## config.mk

```make
export PLATFORM = sky130hd
export DESIGN_NAME = clip_round_stage_flat
export DESIGN_NICKNAME = d
export VERILOG_FILES = /design/src/rtl/clip_pkg.sv /design/src/rtl/clip_round_stage_if.sv /design/src/rtl/clip_lane.sv /design/src/rtl/clip_round_stage.sv /design/src/flat_wrapper.sv
export SDC_FILE = /design/constraint.sdc
export NUM_CORES = 1
export LEC_CHECK = 0
export CORE_MARGIN = 1
export CORE_UTILIZATION = 38
export DETAILED_ROUTE_END_ITERATION = 8
export PLACE_DENSITY = 0.69
export SYNTH_ARGS = -nofsm -noshare
export SYNTH_HDL_FRONTEND = slang
export SYNTH_HIERARCHICAL = 1
export SYNTH_SLANG_ARGS = --single-unit
```

## constraint.sdc

```tcl
create_clock -name clk_in -period 9.4 [get_ports clk_in]
set_input_delay 0.94 -clock clk_in [delete_from_list [all_inputs] [get_ports clk_in]]
set_output_delay 0.94 -clock clk_in [all_outputs]
set_load 0.05 [all_outputs]
```

## src/rtl/clip_pkg.sv

```systemverilog
// Shared types and helpers for the clip/round pipeline: lane rounding, output ceiling, clip flag pair.
package clip_pkg;

    localparam int unsigned RS_W = 32;

    // Per-lane clip indication; summed across lanes into the frame statistics.
    typedef struct packed {
        logic hi;
        logic lo;
    } clip_stat_t;

    // Round half toward +inf then arithmetic shift; shift 0 passes the value through.
    function automatic logic signed [RS_W-1:0] lane_round_shift(
        input logic signed [RS_W-1:0] x,
        input int unsigned            shift
    );
        logic signed [RS_W-1:0] r;
        r = x;
        if (shift != 0) begin
            r = x + (RS_W'(1) << (shift - 1));
        end
        return r >>> shift;
    endfunction

    function automatic int unsigned out_max(input int unsigned w);
        return (32'd1 << w) - 32'd1;
    endfunction

endpackage

```

## src/rtl/clip_round_stage_if.sv

```systemverilog
// Beat, output and frame statistics bundle for clip_round_stage; slave is the block, master the upstream/downstream side.
interface clip_round_stage_if #(
    parameter int CHANNELS  = 3,
    parameter int IN_WIDTH  = 12,
    parameter int OUT_WIDTH = 8,
    parameter int CNT_WIDTH = 24
);
    logic                          valid_in;
    logic                          ready_out;
    logic [CHANNELS*IN_WIDTH-1:0]  data_in;
    logic                          last_in;
    logic                          valid_out;
    logic                          ready_in;
    logic [CHANNELS*OUT_WIDTH-1:0] data_out;
    logic                          last_out;
    logic [CHANNELS-1:0]           clip_hi_out;
    logic [CHANNELS-1:0]           clip_lo_out;
    logic                          stat_valid_out;
    logic [CNT_WIDTH-1:0]          stat_hi_count_out;
    logic [CNT_WIDTH-1:0]          stat_lo_count_out;

    modport slave (
        input  valid_in, data_in, last_in, ready_in,
        output ready_out, valid_out, data_out, last_out, clip_hi_out, clip_lo_out,
               stat_valid_out, stat_hi_count_out, stat_lo_count_out
    );

    modport master (
        output valid_in, data_in, last_in, ready_in,
        input  ready_out, valid_out, data_out, last_out, clip_hi_out, clip_lo_out,
               stat_valid_out, stat_hi_count_out, stat_lo_count_out
    );
endinterface

```

## src/rtl/clip_lane.sv

```systemverilog
// One lane: round/shift of a raw input (stage 1 side) and saturation of a registered shifted value (stage 2 side).
// Purely combinational; no latency, no backpressure of its own.
module clip_lane
    import clip_pkg::*;
#(
    parameter int IN_WIDTH  = 12,
    parameter int OUT_WIDTH = 8,
    parameter int SHIFT     = 2
) (
    input  logic signed [IN_WIDTH-1:0] din_i,
    output logic signed [IN_WIDTH:0]   s_o,
    input  logic signed [IN_WIDTH:0]   s_i,
    output logic [OUT_WIDTH-1:0]       val_o,
    output clip_stat_t                 flag_o
);
    localparam int          S_W     = IN_WIDTH + 1;
    localparam int unsigned OUT_MAX = out_max(OUT_WIDTH);

    logic signed [RS_W-1:0] rs;
    logic                   unused_rs_hi;

    assign rs           = lane_round_shift({{(RS_W-IN_WIDTH){din_i[IN_WIDTH-1]}}, din_i}, SHIFT);
    assign s_o          = rs[S_W-1:0];
    assign unused_rs_hi = ^rs[RS_W-1:S_W];

    // Any set bit between the sign and the output field means the value exceeds OUT_MAX.
    always_comb begin
        val_o  = s_i[OUT_WIDTH-1:0];
        flag_o = '0;
        if (s_i[S_W-1]) begin
            val_o     = '0;
            flag_o.lo = 1'b1;
        end else if (|s_i[S_W-2:OUT_WIDTH]) begin
            val_o     = OUT_MAX[OUT_WIDTH-1:0];
            flag_o.hi = 1'b1;
        end
    end

endmodule

```

## src/rtl/clip_round_stage.sv

```systemverilog
// Rounds, shifts and saturates CHANNELS lanes per beat and keeps per-frame clip counts; latency 2 cycles, 1 beat/cycle.
// Backpressure: elastic 2-stage valid/ready, ready_out is combinational from ready_in; outputs hold while stalled.
module clip_round_stage
    import clip_pkg::*;
#(
    parameter int CHANNELS  = 3,
    parameter int IN_WIDTH  = 12,
    parameter int OUT_WIDTH = 8,
    parameter int SHIFT     = 2,
    parameter int CNT_WIDTH = 24
) (
    input  logic                 clk_in,
    input  logic                 rst_n_in,
    clip_round_stage_if.slave    bus
);
    localparam int S_W   = IN_WIDTH + 1;
    localparam int PC_W  = $clog2(CHANNELS + 1);
    localparam int SUM_W = CNT_WIDTH + PC_W;

    logic [CHANNELS-1:0][S_W-1:0]       s_d, s_q;
    logic [CHANNELS-1:0][OUT_WIDTH-1:0] val_d;
    clip_stat_t [CHANNELS-1:0]          flag_d;
    logic [CHANNELS-1:0]                hi_d, lo_d;

    logic                          v1_q, last1_q;
    logic                          vout_q, last_q;
    logic [CHANNELS*OUT_WIDTH-1:0] dout_q;
    logic [CHANNELS-1:0]           hi_q, lo_q;

    logic                 adv1, adv2, out_hs;
    logic [PC_W-1:0]      hi_pc, lo_pc;
    logic [SUM_W-1:0]     hi_sum, lo_sum;
    logic [CNT_WIDTH-1:0] hi_sat, lo_sat;
    logic [CNT_WIDTH-1:0] hi_cnt_d, hi_cnt_q, lo_cnt_d, lo_cnt_q;
    logic [CNT_WIDTH-1:0] stat_hi_q, stat_lo_q;
    logic                 stat_vld_q;

    for (genvar k = 0; k < CHANNELS; k++) begin : g_lane
        clip_lane #(
            .IN_WIDTH  (IN_WIDTH),
            .OUT_WIDTH (OUT_WIDTH),
            .SHIFT     (SHIFT)
        ) u_lane (
            .din_i  (bus.data_in[k*IN_WIDTH +: IN_WIDTH]),
            .s_o    (s_d[k]),
            .s_i    (s_q[k]),
            .val_o  (val_d[k]),
            .flag_o (flag_d[k])
        );
        assign hi_d[k] = flag_d[k].hi;
        assign lo_d[k] = flag_d[k].lo;
    end

    assign adv2          = !vout_q || bus.ready_in;
    assign adv1          = !v1_q || adv2;
    assign out_hs        = vout_q && bus.ready_in;
    assign bus.ready_out = adv1;

    always_ff @(posedge clk_in or negedge rst_n_in) begin
        if (!rst_n_in) begin
            v1_q    <= 1'b0;
            last1_q <= 1'b0;
            s_q     <= '0;
        end else if (adv1) begin
            v1_q <= bus.valid_in;
            if (bus.valid_in) begin
                s_q     <= s_d;
                last1_q <= bus.last_in;
            end
        end
    end

    always_ff @(posedge clk_in or negedge rst_n_in) begin
        if (!rst_n_in) begin
            vout_q <= 1'b0;
            last_q <= 1'b0;
            dout_q <= '0;
            hi_q   <= '0;
            lo_q   <= '0;
        end else if (adv2) begin
            vout_q <= v1_q;
            if (v1_q) begin
                dout_q <= val_d;
                hi_q   <= hi_d;
                lo_q   <= lo_d;
                last_q <= last1_q;
            end
        end
    end

    // Sums are one popcount wider than the counter so overflow is visible before saturation.
    always_comb begin
        hi_pc = '0;
        lo_pc = '0;
        for (int k = 0; k < CHANNELS; k++) begin
            hi_pc = hi_pc + PC_W'(hi_q[k]);
            lo_pc = lo_pc + PC_W'(lo_q[k]);
        end
        hi_sum = SUM_W'(hi_cnt_q) + SUM_W'(hi_pc);
        lo_sum = SUM_W'(lo_cnt_q) + SUM_W'(lo_pc);
        hi_sat = (|hi_sum[SUM_W-1:CNT_WIDTH]) ? '1 : hi_sum[CNT_WIDTH-1:0];
        lo_sat = (|lo_sum[SUM_W-1:CNT_WIDTH]) ? '1 : lo_sum[CNT_WIDTH-1:0];

        hi_cnt_d = hi_cnt_q;
        lo_cnt_d = lo_cnt_q;
        if (out_hs) begin
            hi_cnt_d = last_q ? '0 : hi_sat;
            lo_cnt_d = last_q ? '0 : lo_sat;
        end
    end

    always_ff @(posedge clk_in or negedge rst_n_in) begin
        if (!rst_n_in) begin
            hi_cnt_q   <= '0;
            lo_cnt_q   <= '0;
            stat_hi_q  <= '0;
            stat_lo_q  <= '0;
            stat_vld_q <= 1'b0;
        end else begin
            hi_cnt_q   <= hi_cnt_d;
            lo_cnt_q   <= lo_cnt_d;
            stat_vld_q <= out_hs && last_q;
            if (out_hs && last_q) begin
                stat_hi_q <= hi_sat;
                stat_lo_q <= lo_sat;
            end
        end
    end

    assign bus.valid_out         = vout_q;
    assign bus.data_out          = dout_q;
    assign bus.last_out          = last_q;
    assign bus.clip_hi_out       = hi_q;
    assign bus.clip_lo_out       = lo_q;
    assign bus.stat_valid_out    = stat_vld_q;
    assign bus.stat_hi_count_out = stat_hi_q;
    assign bus.stat_lo_count_out = stat_lo_q;

endmodule

```

## src/flat_wrapper.sv

```systemverilog
// flat-port wrapper written by rule: the top's interface ports become plain ports
module clip_round_stage_flat import clip_pkg::*;
#(
    parameter int CHANNELS  = 3,
    parameter int IN_WIDTH  = 12,
    parameter int OUT_WIDTH = 8,
    parameter int SHIFT     = 2,
    parameter int CNT_WIDTH = 24
)
  (clk_in, rst_n_in, bus_valid_in, bus_data_in, bus_last_in, bus_ready_in, bus_ready_out, bus_valid_out, bus_data_out, bus_last_out, bus_clip_hi_out, bus_clip_lo_out, bus_stat_valid_out, bus_stat_hi_count_out, bus_stat_lo_count_out);
  clip_round_stage_if #(.CHANNELS(CHANNELS), .IN_WIDTH(IN_WIDTH), .OUT_WIDTH(OUT_WIDTH), .CNT_WIDTH(CNT_WIDTH)) bus_i ();
  input  logic clk_in;
  input  logic rst_n_in;
  input wire logic [$bits(bus_i.valid_in)-1:0] bus_valid_in;
  input wire logic [$bits(bus_i.data_in)-1:0] bus_data_in;
  input wire logic [$bits(bus_i.last_in)-1:0] bus_last_in;
  input wire logic [$bits(bus_i.ready_in)-1:0] bus_ready_in;
  output wire logic [$bits(bus_i.ready_out)-1:0] bus_ready_out;
  output wire logic [$bits(bus_i.valid_out)-1:0] bus_valid_out;
  output wire logic [$bits(bus_i.data_out)-1:0] bus_data_out;
  output wire logic [$bits(bus_i.last_out)-1:0] bus_last_out;
  output wire logic [$bits(bus_i.clip_hi_out)-1:0] bus_clip_hi_out;
  output wire logic [$bits(bus_i.clip_lo_out)-1:0] bus_clip_lo_out;
  output wire logic [$bits(bus_i.stat_valid_out)-1:0] bus_stat_valid_out;
  output wire logic [$bits(bus_i.stat_hi_count_out)-1:0] bus_stat_hi_count_out;
  output wire logic [$bits(bus_i.stat_lo_count_out)-1:0] bus_stat_lo_count_out;
  assign bus_i.valid_in = bus_valid_in;
  assign bus_i.data_in = bus_data_in;
  assign bus_i.last_in = bus_last_in;
  assign bus_i.ready_in = bus_ready_in;
  assign bus_ready_out = bus_i.ready_out;
  assign bus_valid_out = bus_i.valid_out;
  assign bus_data_out = bus_i.data_out;
  assign bus_last_out = bus_i.last_out;
  assign bus_clip_hi_out = bus_i.clip_hi_out;
  assign bus_clip_lo_out = bus_i.clip_lo_out;
  assign bus_stat_valid_out = bus_i.stat_valid_out;
  assign bus_stat_hi_count_out = bus_i.stat_hi_count_out;
  assign bus_stat_lo_count_out = bus_i.stat_lo_count_out;
  clip_round_stage #(.CHANNELS(CHANNELS), .IN_WIDTH(IN_WIDTH), .OUT_WIDTH(OUT_WIDTH), .SHIFT(SHIFT), .CNT_WIDTH(CNT_WIDTH)) u_core (.clk_in(clk_in), .rst_n_in(rst_n_in), .bus(bus_i));
endmodule
```

# Yosys cells after proc, flatten, opt, wreduce, memory -nomap -nowiden
# Index checks and enable logic that the tools add are counted.
# word_totals
regBits,170
wordCells,56
out_inout_bits,82
inputBits,41
# classes
n_mux,19
addsub,9
n_reduce_logical,13
# op_table
cell,count
$mux 24,4
$add 24x2->25,2
$mux 8,6
$add 12x3->13 const B,3
$reduce_or 4->1,3
$mux 1,9
$add 1x1->2,2
$add 2x1->2,2
$reduce_and 2->1,2
$reduce_or 2->1,2
$logic_and 1x1->1,2
$logic_not 1->1,2
$logic_or 1x1->1,2

# Depth between registers and ports, before layout
# Gate-level depths: netlist of the first run.
# logic_depth
depth_word,6
ltp_mapped,11
ltp_nobuf,8

# By module
# Netlist of the first run, hierarchy kept.
# by_module_without_submodules
module,seq_area_each_um2,cells_each,instances,area_per_inst_um2
clip_round_stage,4254.1,728,1,7921.3
clip_lane,0.0,46,3,301.5

# Least setup slack after synthesis of the first run
# Ideal clock, no wire load.
# synth_path
path_type,register -> register
from,"reg u_core.hi_q[0], in the netlist u_core/bus.clip_hi_out[0]"
to,reg u_core.hi_cnt_q[20]
setup_slack_ns,6.137
arrival_ns,3.190
setup_time_ns,0.073
path_stages_with_launch,12
t_required_ns,9.327
synth_period_minus_slack_ns,3.263
path_buffers,3
path_cell_list,dfrtp_1 fa_1 ha_1 fa_1 nand4_1 or4_4 buf_6 or2_1 buf_6 buf_8 a31o_1 a21oi_2
# synth_via
elab_chain_cells,6
# synth_rtl
item,line_no,text
start: declaration,clip_round_stage.sv:28,"logic [CHANNELS-1:0] hi_q, lo_q;"
start signal: assignment,clip_round_stage.sv:84,hi_q <= hi_d;
$add 1x1->2 (*),clip_round_stage.sv:96,hi_pc = hi_pc + PC_W'(hi_q[k]);
$add 2x1->2 (*),clip_round_stage.sv:96,
$add 24x2->25 (*),clip_round_stage.sv:99,hi_sum = SUM_W'(hi_cnt_q) + SUM_W'(hi_pc);
$reduce_or 2->1,clip_round_stage.sv:101,hi_sat = (|hi_sum[SUM_W-1:CNT_WIDTH]) ? '1 : hi_sum[CNT_WIDTH-1:0];
$mux 24 (*),clip_round_stage.sv:101,
$mux 24 (*),clip_round_stage.sv:107,hi_cnt_d = last_q ? '0 : hi_sat;
end signal: assignment,clip_round_stage.sv:120,hi_cnt_q <= hi_cnt_d;
end: declaration,clip_round_stage.sv:34,"logic [CNT_WIDTH-1:0] hi_cnt_d, hi_cnt_q, lo_cnt_d, lo_cnt_q;"
# Mark *: on every way between the ends. The rest lies on a longest branch, timed or not.
# A chain may end at the register's enable or synchronous reset.

# Worst setup path after layout of the first run
# layout_path
from,"reg u_core.hi_q[0], in the netlist u_core/bus.clip_hi_out[0]"
to,reg u_core.hi_cnt_q[13]
# Same word-level chain as after synthesis.

==> impl_metrics.tcl, run 1 <==
set metrics [dict create \
    grt_max_degree 106 \
    min_path_cells 2 \
    path_class "register to register" \
    gr-usage-all-layers 0.175 \
    htreeDepth 4 \
    die_area_sq_um 23800 \
    core_sq_um 22700 \
    reg2reg_to "u_core/hi_cnt_q[13]$_DFFE_PN0P_" \
    fill_cells 2147 \
    fin_crit_ns 3.53 \
    root_buffer "clkbuf_16" \
    ys_types 59 \
    setup-tns-final_ns 0 \
    fin_worst_skew_ns 0.0101 \
    ys_warn_count 6 \
    ff2ff_path_depth 8 \
    synthArstFlopShare 1.00 \
    antenna_left 0 \
    final_cell_count_no_fill 1236 \
    slew_viol_final 0 \
    clkSinkCount 170 \
    crit_path_end_kind "register" \
    syn_nets 918 \
    hold_violations 0 \
    synth_fa_ha_area_frac 0.0190 \
    place.gp.congestion 0.854 \
    die_x_microns 154 \
    io_buffers 119 \
    max-cap-violations 0 \
    synthSimpleGateAreaFrac 0.142 \
    wl_per_cell_microns 16.2 \
    synthCells 866 \
    overflow 0 \
    setup_viol 0 \
    fin_area_sq_um 10700 \
    drive_gt1_frac 0.128 \
    worst_pin_slew_ns 1.02 \
    grt_pass1_wl_microns 33300 \
    multi_input_area_sq_um 4080 \
    wirelength_microns 20000 \
    p_per_area_nw_per_um2 257 \
    final_cell_mix "170 x dfrtp_1, 118 x clkdlybuf4s50_1, 72 x mux2_2" \
    drc 0 \
    cts_buffers 17 \
    regArea_sq_um 4250 \
    ioPinCount 123 \
    rsz0062_at_grt "no" \
    crit_fanout 26 \
    post_cts_buffers 0 \
    place_area_sq_um 10100 \
    cts_tree "built" \
    worstHoldPathType "register to register" \
    synth_seq_cells 170 \
    slew_headroom 0.319 \
    synth_area_sq_um 8830 \
    cts_buffer_depth 2 \
    antenna_found_initial 0 \
    synth_compound_area_frac 0.151 \
    die_y_microns 154 \
    r2r_setup_slack_ns 5.87 \
    synth_top_family_by_area "compound AO/OA/AOI/OAI gates" \
    drt_iter0_markers 321 \
    clkLatencyLatePin_ns 0.43 \
    cp-start-kind "register" \
    synthXorXnorAreaFrac 0.0556 \
    crit_required_ns 9.74 \
    fmax_mhz 284 \
    num_vias 6703 \
    hpwl_microns 13300 \
    start_util 0.389 \
    area_growth_syn_to_layout_pct 20.9 \
    synth_edf_count 0 \
    avgSynthCellArea_sq_um 10.2 \
    finalCritPeriodShare 0.375 \
    final_nets 994 \
    vdd_drop_max_mv 0.196 \
    hold_end "u_core/bus.stat_hi_count_out[19]$_DFFE_PN0P_" \
    placed_cells 1208 \
    leakage_nw 4.34 \
    dr.pass1.iters 5 \
    cts_hold_repair.buffers 0 \
    viasPerCell 5.42 \
    cts_resized 0 \
    worstPathArrival_ns 3.86 \
    clk_pin_slew_ns 0.06 \
    grt_pass1_vias 6403 \
    synth_mux_area_frac 0.0941 \
    layout_commonest_cell "dfrtp_1" \
    antennaDiodeCount 0 \
    outcome "finished clean" \
    yosysSeqAreaShare 0.482 \
    yosys_most_used_dff "dfrtp_1" \
    hp-start "u_core/bus.stat_hi_count_out[19]$_DFFE_PN0P_" \
    core.rowCount 55 \
    reg2reg_from "u_core/bus.clip_hi_out[0]$_DFFE_PN0P_" \
]
## final cells by class
type	count	share of cell area
Inverter	37	0.0130
Tap cell	285	0.0334
Sequential cell	170	0.399
Clock buffer	20	0.0418
Clock inverter	8	0.0138
Multi-Input combinational cell	589	0.382
Timing Repair Buffer	127	0.117
## how the worst max path moves through the flow
stage | start | end | slack, ns | depth (start not counted)
global placement | bus_ready_in | u_core/bus.stat_lo_count_out[7]$_DFFE_PN0P_ | 5.72 | 8
floorplan | u_core/bus.clip_hi_out[0]$_DFFE_PN0P_ | u_core/hi_cnt_q[20]$_DFFE_PN0P_ | 6.14 | 11
CTS | u_core/bus.clip_hi_out[0]$_DFFE_PN0P_ | u_core/hi_cnt_q[13]$_DFFE_PN0P_ | 5.86 | 8
detailed placement | bus_ready_in | u_core/bus.stat_lo_count_out[7]$_DFFE_PN0P_ | 5.70 | 8
finish | u_core/bus.clip_hi_out[0]$_DFFE_PN0P_ | u_core/hi_cnt_q[13]$_DFFE_PN0P_ | 5.87 | 8
global route | u_core/bus.clip_hi_out[0]$_DFFE_PN0P_ | u_core/hi_cnt_q[13]$_DFFE_PN0P_ | 5.64 | 8
## per-layer routing
layer | share of wire | track usage | wire (microns)
met1 | 0.48 | 0.242 | 9690
met2 | 0.45 | 0.270 | 9020
met3 | 0.052 | 0.0420 | 1040
met4 | 0.014 | 0.0561 | 272
met5 | 0 | 0 | 0
## worst max-delay path: stages, from the launching register on
cell,delay [ns]
dfrtp_1,0.42
fa_1,0.55
ha_1,0.20
fa_1,0.30
nand4_1,0.17
or4_4,0.63
or2_1,0.62
and4_1,0.38
nor3_1,0.17
## sequential cells by signal, indices dropped and copies added (netlist names)
| signal | cells |
|---|---|
| u_core/s_q | 39 |
| u_core/bus.data_out | 24 |
| u_core/bus.stat_hi_count_out | 24 |
| u_core/bus.stat_lo_count_out | 24 |
| u_core/hi_cnt_q | 24 |
| u_core/lo_cnt_q | 24 |
| u_core/bus.clip_hi_out | 3 |
| u_core/bus.clip_lo_out | 3 |
| u_core/bus.last_out | 1 |
| u_core/bus.stat_valid_out | 1 |
| u_core/bus.valid_out | 1 |
| u_core/last1_q | 1 |
| u_core/v1_q | 1 |
## Yosys cell counts, types with 14 or more instances
cell type | n | area share
nand3_1 | 29 | 0.016
nand4_1 | 20 | 0.014
buf_4 | 14 | 0.012
xnor2_1 | 42 | 0.042
nand2_1 | 48 | 0.020
xor2_1 | 14 | 0.014
mux2_2 | 72 | 0.092
a31oi_1 | 41 | 0.029
inv_1 | 36 | 0.015
clkbuf_1 | 41 | 0.017
a21oi_1 | 49 | 0.028
o21ai_0 | 48 | 0.027
dfrtp_1 | 170 | 0.48
and3_1 | 18 | 0.013
nor3_1 | 20 | 0.011
nor2_1 | 66 | 0.028
## where the power goes
group | total, mW | leakage, nW | internal, mW | switching, mW
sequential | 0.982 | 2.11 | 0.881 | 0.101
combinational | 1.04 | 1.94 | 0.374 | 0.661
clock | 0.731 | 0.280 | 0.446 | 0.285
total | 2.75 | 4.34 | 1.70 | 1.05
## metrics by stage
| stage | worst slack (ns) | util | power, mW | hold WS (ns) |
|---|---|---|---|---|
| global placement | 5.72 | 0.444 | 2.03 | 0.465 |
| finish | 5.87 | 0.470 | 2.75 | 0.481 |
| floorplan | 6.14 | - | 1.69 | 0.457 |
| detailed placement | 5.70 | 0.444 | 2.04 | 0.471 |
| global route | 5.64 | 0.470 | 2.90 | 0.505 |
| CTS | 5.86 | 0.470 | 2.79 | 0.485 |
## kinds of logic (layout without fill, tap and decap cells)
group / count (synthesis) / after routing
adders and majority gates: 11 / 11
AOI/OAI and AO/OA: 201 / 201
DFF: 170 / 170
muxes: 74 / 74
buffers and inverters: 107 / 192
xor gates and xnor gates: 56 / 56
and+or+nand+nor: 247 / 247
Power figures use the tool's default switching activity.
==> run 2, diff against run 1 <==
PLACE_DENSITY = 0.71   (was 0.69)
clock period = 3.1 ns   (was 9.4 ns; I/O delays follow)
==> run 2 against run 1 <==
Against the previous run:
- cell count up 2.1%
- sequential share of layout area down 0.76 points
- maximum frequency up 17%
- clock skew up 0.00070 ns
- critical endpoint is now u_core/hi_cnt_q[6]$_DFFE_PN0P_
- largest cell class unchanged
==> impl_metrics.tcl, run 2 (synthesis gave the netlist of run 1 again) <==
set metrics [dict create \
    outcome "finished clean" \
    vdd_drop_max_mv 0.603 \
    p_int_mw 5.07 \
    reg2reg_from "u_core/hi_cnt_q[0]$_DFFE_PN0P_" \
    cp-start-kind "register" \
    crit_required_ns 3.45 \
    hold_violations 0 \
    worst_slack_ns 0.0966 \
    worst_pin_slew_ns 0.710 \
    hpwl_microns 14100 \
    wirelength_microns 20600 \
    combPwrFrac 0.383 \
    ioPinCount 123 \
    drt_iter0_markers 446 \
    p_per_area_nw_per_um2 764 \
    clk_pin_slew_ns 0.07 \
    overflow 0 \
    cts_buffers 17 \
    p_clk_frac 0.258 \
    max-cap-violations 0 \
    gr-usage-all-layers 0.179 \
    ff2ff_path_depth 9 \
    crit_path_end_kind "register" \
    clkSinkCount 170 \
    final_util 0.480 \
    antenna_left 0 \
    dr.pass1.iters 7 \
    setup_viol 0 \
    root_buffer "clkbuf_16" \
    p_seq_frac 0.359 \
    htreeDepth 4 \
    finalCritPeriodShare 0.969 \
    fin_crit_ns 3.00 \
    die_y_microns 154 \
    dp_slack_ns 0.0354 \
    startpoint "u_core/hi_cnt_q[0]$_DFFE_PN0P_" \
    power.total_mw 8.32 \
    top_register "u_core/s_q" \
    grt_pass1_wl_microns 34300 \
    slew_viol_final 0 \
    leakage_nw 4.47 \
    drc 0 \
    cp_slowest_cell "or4_4" \
    clkLatencyLatePin_ns 0.43 \
    path_class "register to register" \
    r2r_setup_slack_ns 0.1 \
    cp_slowest_stage_delay_ns 0.55 \
    antenna_found_initial 0 \
    crit_fanout 11 \
    die_area_sq_um 23800 \
    fin_worst_skew_ns 0.0108 \
    layout_commonest_cell "dfrtp_1" \
    io_buffers 119 \
    switchingPower_mw 3.25 \
    grt_pass1_vias 6592 \
    reg2reg_to "u_core/hi_cnt_q[6]$_DFFE_PN0P_" \
    fmax_mhz 333 \
    start_util 0.389 \
    final_cell_mix "167 x dfrtp_1, 118 x clkdlybuf4s50_1, 72 x mux2_2" \
    core.rowCount 55 \
    area_growth_syn_to_layout_pct 23.4 \
    grt_max_degree 75 \
    cts_tree "built" \
    drive_gt1_frac 0.161 \
    die_x_microns 154 \
    wl_per_cell_microns 16.3 \
    slew_headroom 0.522 \
    viasPerCell 5.41 \
    crit_chain "fa_1 > ha_2 > fa_2 > nand4_1 > or4_4 > or2_4 > buf_4 > a41o_1 > a21oi_1" \
    largest_reg_flops 39 \
    antennaDiodeCount 0 \
    endpoint "u_core/hi_cnt_q[6]$_DFFE_PN0P_" \
    core_sq_um 22700 \
    worstHoldPathType "input pin to asynchronous set/reset pin" \
    cts_buffer_depth 2 \
    p_sw_frac 0.391 \
    place.gp.congestion 0.858 \
    final_nets 1017 \
    num_vias 6824 \
    worstPathArrival_ns 3.35 \
]
==> run 2: changes by cell type in the layout (fill, tap and decap cells not counted), sizes merged <==
| cell | change |
|---|---|
| buf | +22 |
| dlygate4sd3 | +1 |
| clkbuf | -1 |
| inv | +4 |
| clkinv | +2 |
| bufinv | -2 |
==> run 2: metrics by stage <==
stage / setup TNS, ns / std cells / area (sq um) / hold WS [ns]
2_1_floorplan: -0.00219 / 866 / 8840 / 0.0144
3_3_place_gp: 0 / 1229 / 10300 / 0.399
3_5_place_dp: 0 / 1229 / 10300 / 0.392
4_1_cts: 0 / 1261 / 10900 / 0.461
5_1_grt: -0.00130 / 1262 / 10900 / 0.491
6_report: 0 / 1262 / 10900 / 0.477
==> run 2: how the worst min path moves through the flow <==
stage                                                  end  slack [ns]  depth (start not counted)
2_1_floorplan        u_core/bus.clip_hi_out[0]$_DFFE_PN0P_        0.01                          0
6_report                    u_core/lo_cnt_q[3]$_DFFE_PN0P_        0.48                          2
3_3_place_gp   u_core/bus.stat_lo_count_out[4]$_DFFE_PN0P_        0.40                          1
3_5_place_dp   u_core/bus.stat_lo_count_out[4]$_DFFE_PN0P_        0.39                          1
4_1_cts                            u_core/v1_q$_DFFE_PN0N_        0.46                          2
5_1_grt                            u_core/v1_q$_DFFE_PN0N_        0.49                          2
==> run 2: power by group through the flow <==
| stage | combinational, mW | sequential, mW | clock (mW) |
|---|---|---|---|
| after global placement | 3.17 | 3.02 | 0 |
| after global routing | 3.41 | 3.05 | 2.30 |
| final | 3.19 | 2.98 | 2.15 |
| after CTS | 3.23 | 3.00 | 2.22 |
| after floorplan | 0.994 | 4.13 | 0 |
| after detailed placement | 3.21 | 3.03 | 0 |
==> run 2: layout make-up <==
cell class / instances / area [sq um]
clock buffers: 19 / 453
clock inverters: 12 / 136
fillers: 2102 / 11800
inverters: 37 / 139
multi-input cells: 589 / 4110
flip-flops and latches: 170 / 4260
well taps: 285 / 357
repair buffers: 150 / 1440
==> run 2: critical path, delay by kind of cell, from the launching register on <==
kind,cells,cell delay (ns)
fa+ha+maj,3,0.99
buf+inv,1,0.19
flops,1,0.40
simple gates,3,0.98
compound gates,2,0.37
==> run 2: layer usage <==
metal | wire length [microns] | global-route usage | vias up
met5 | 0 | 0 | -
met4 | 160 | 0.0405 | 0
met3 | 1120 | 0.0443 | 15
met2 | 9650 | 0.288 | 171
met1 | 9640 | 0.243 | 3342
li1 | - | - | 3296
==> run 2: repair_timing <==
item / 4_1_cts / 5_1_grt
endpoints found under the setup margin: 0 / 23
gates resized for setup: 0 / 4
setup buffers: 0 / 1
hold buffers: 1 / 0
hold endpoints to repair: 70 / 0
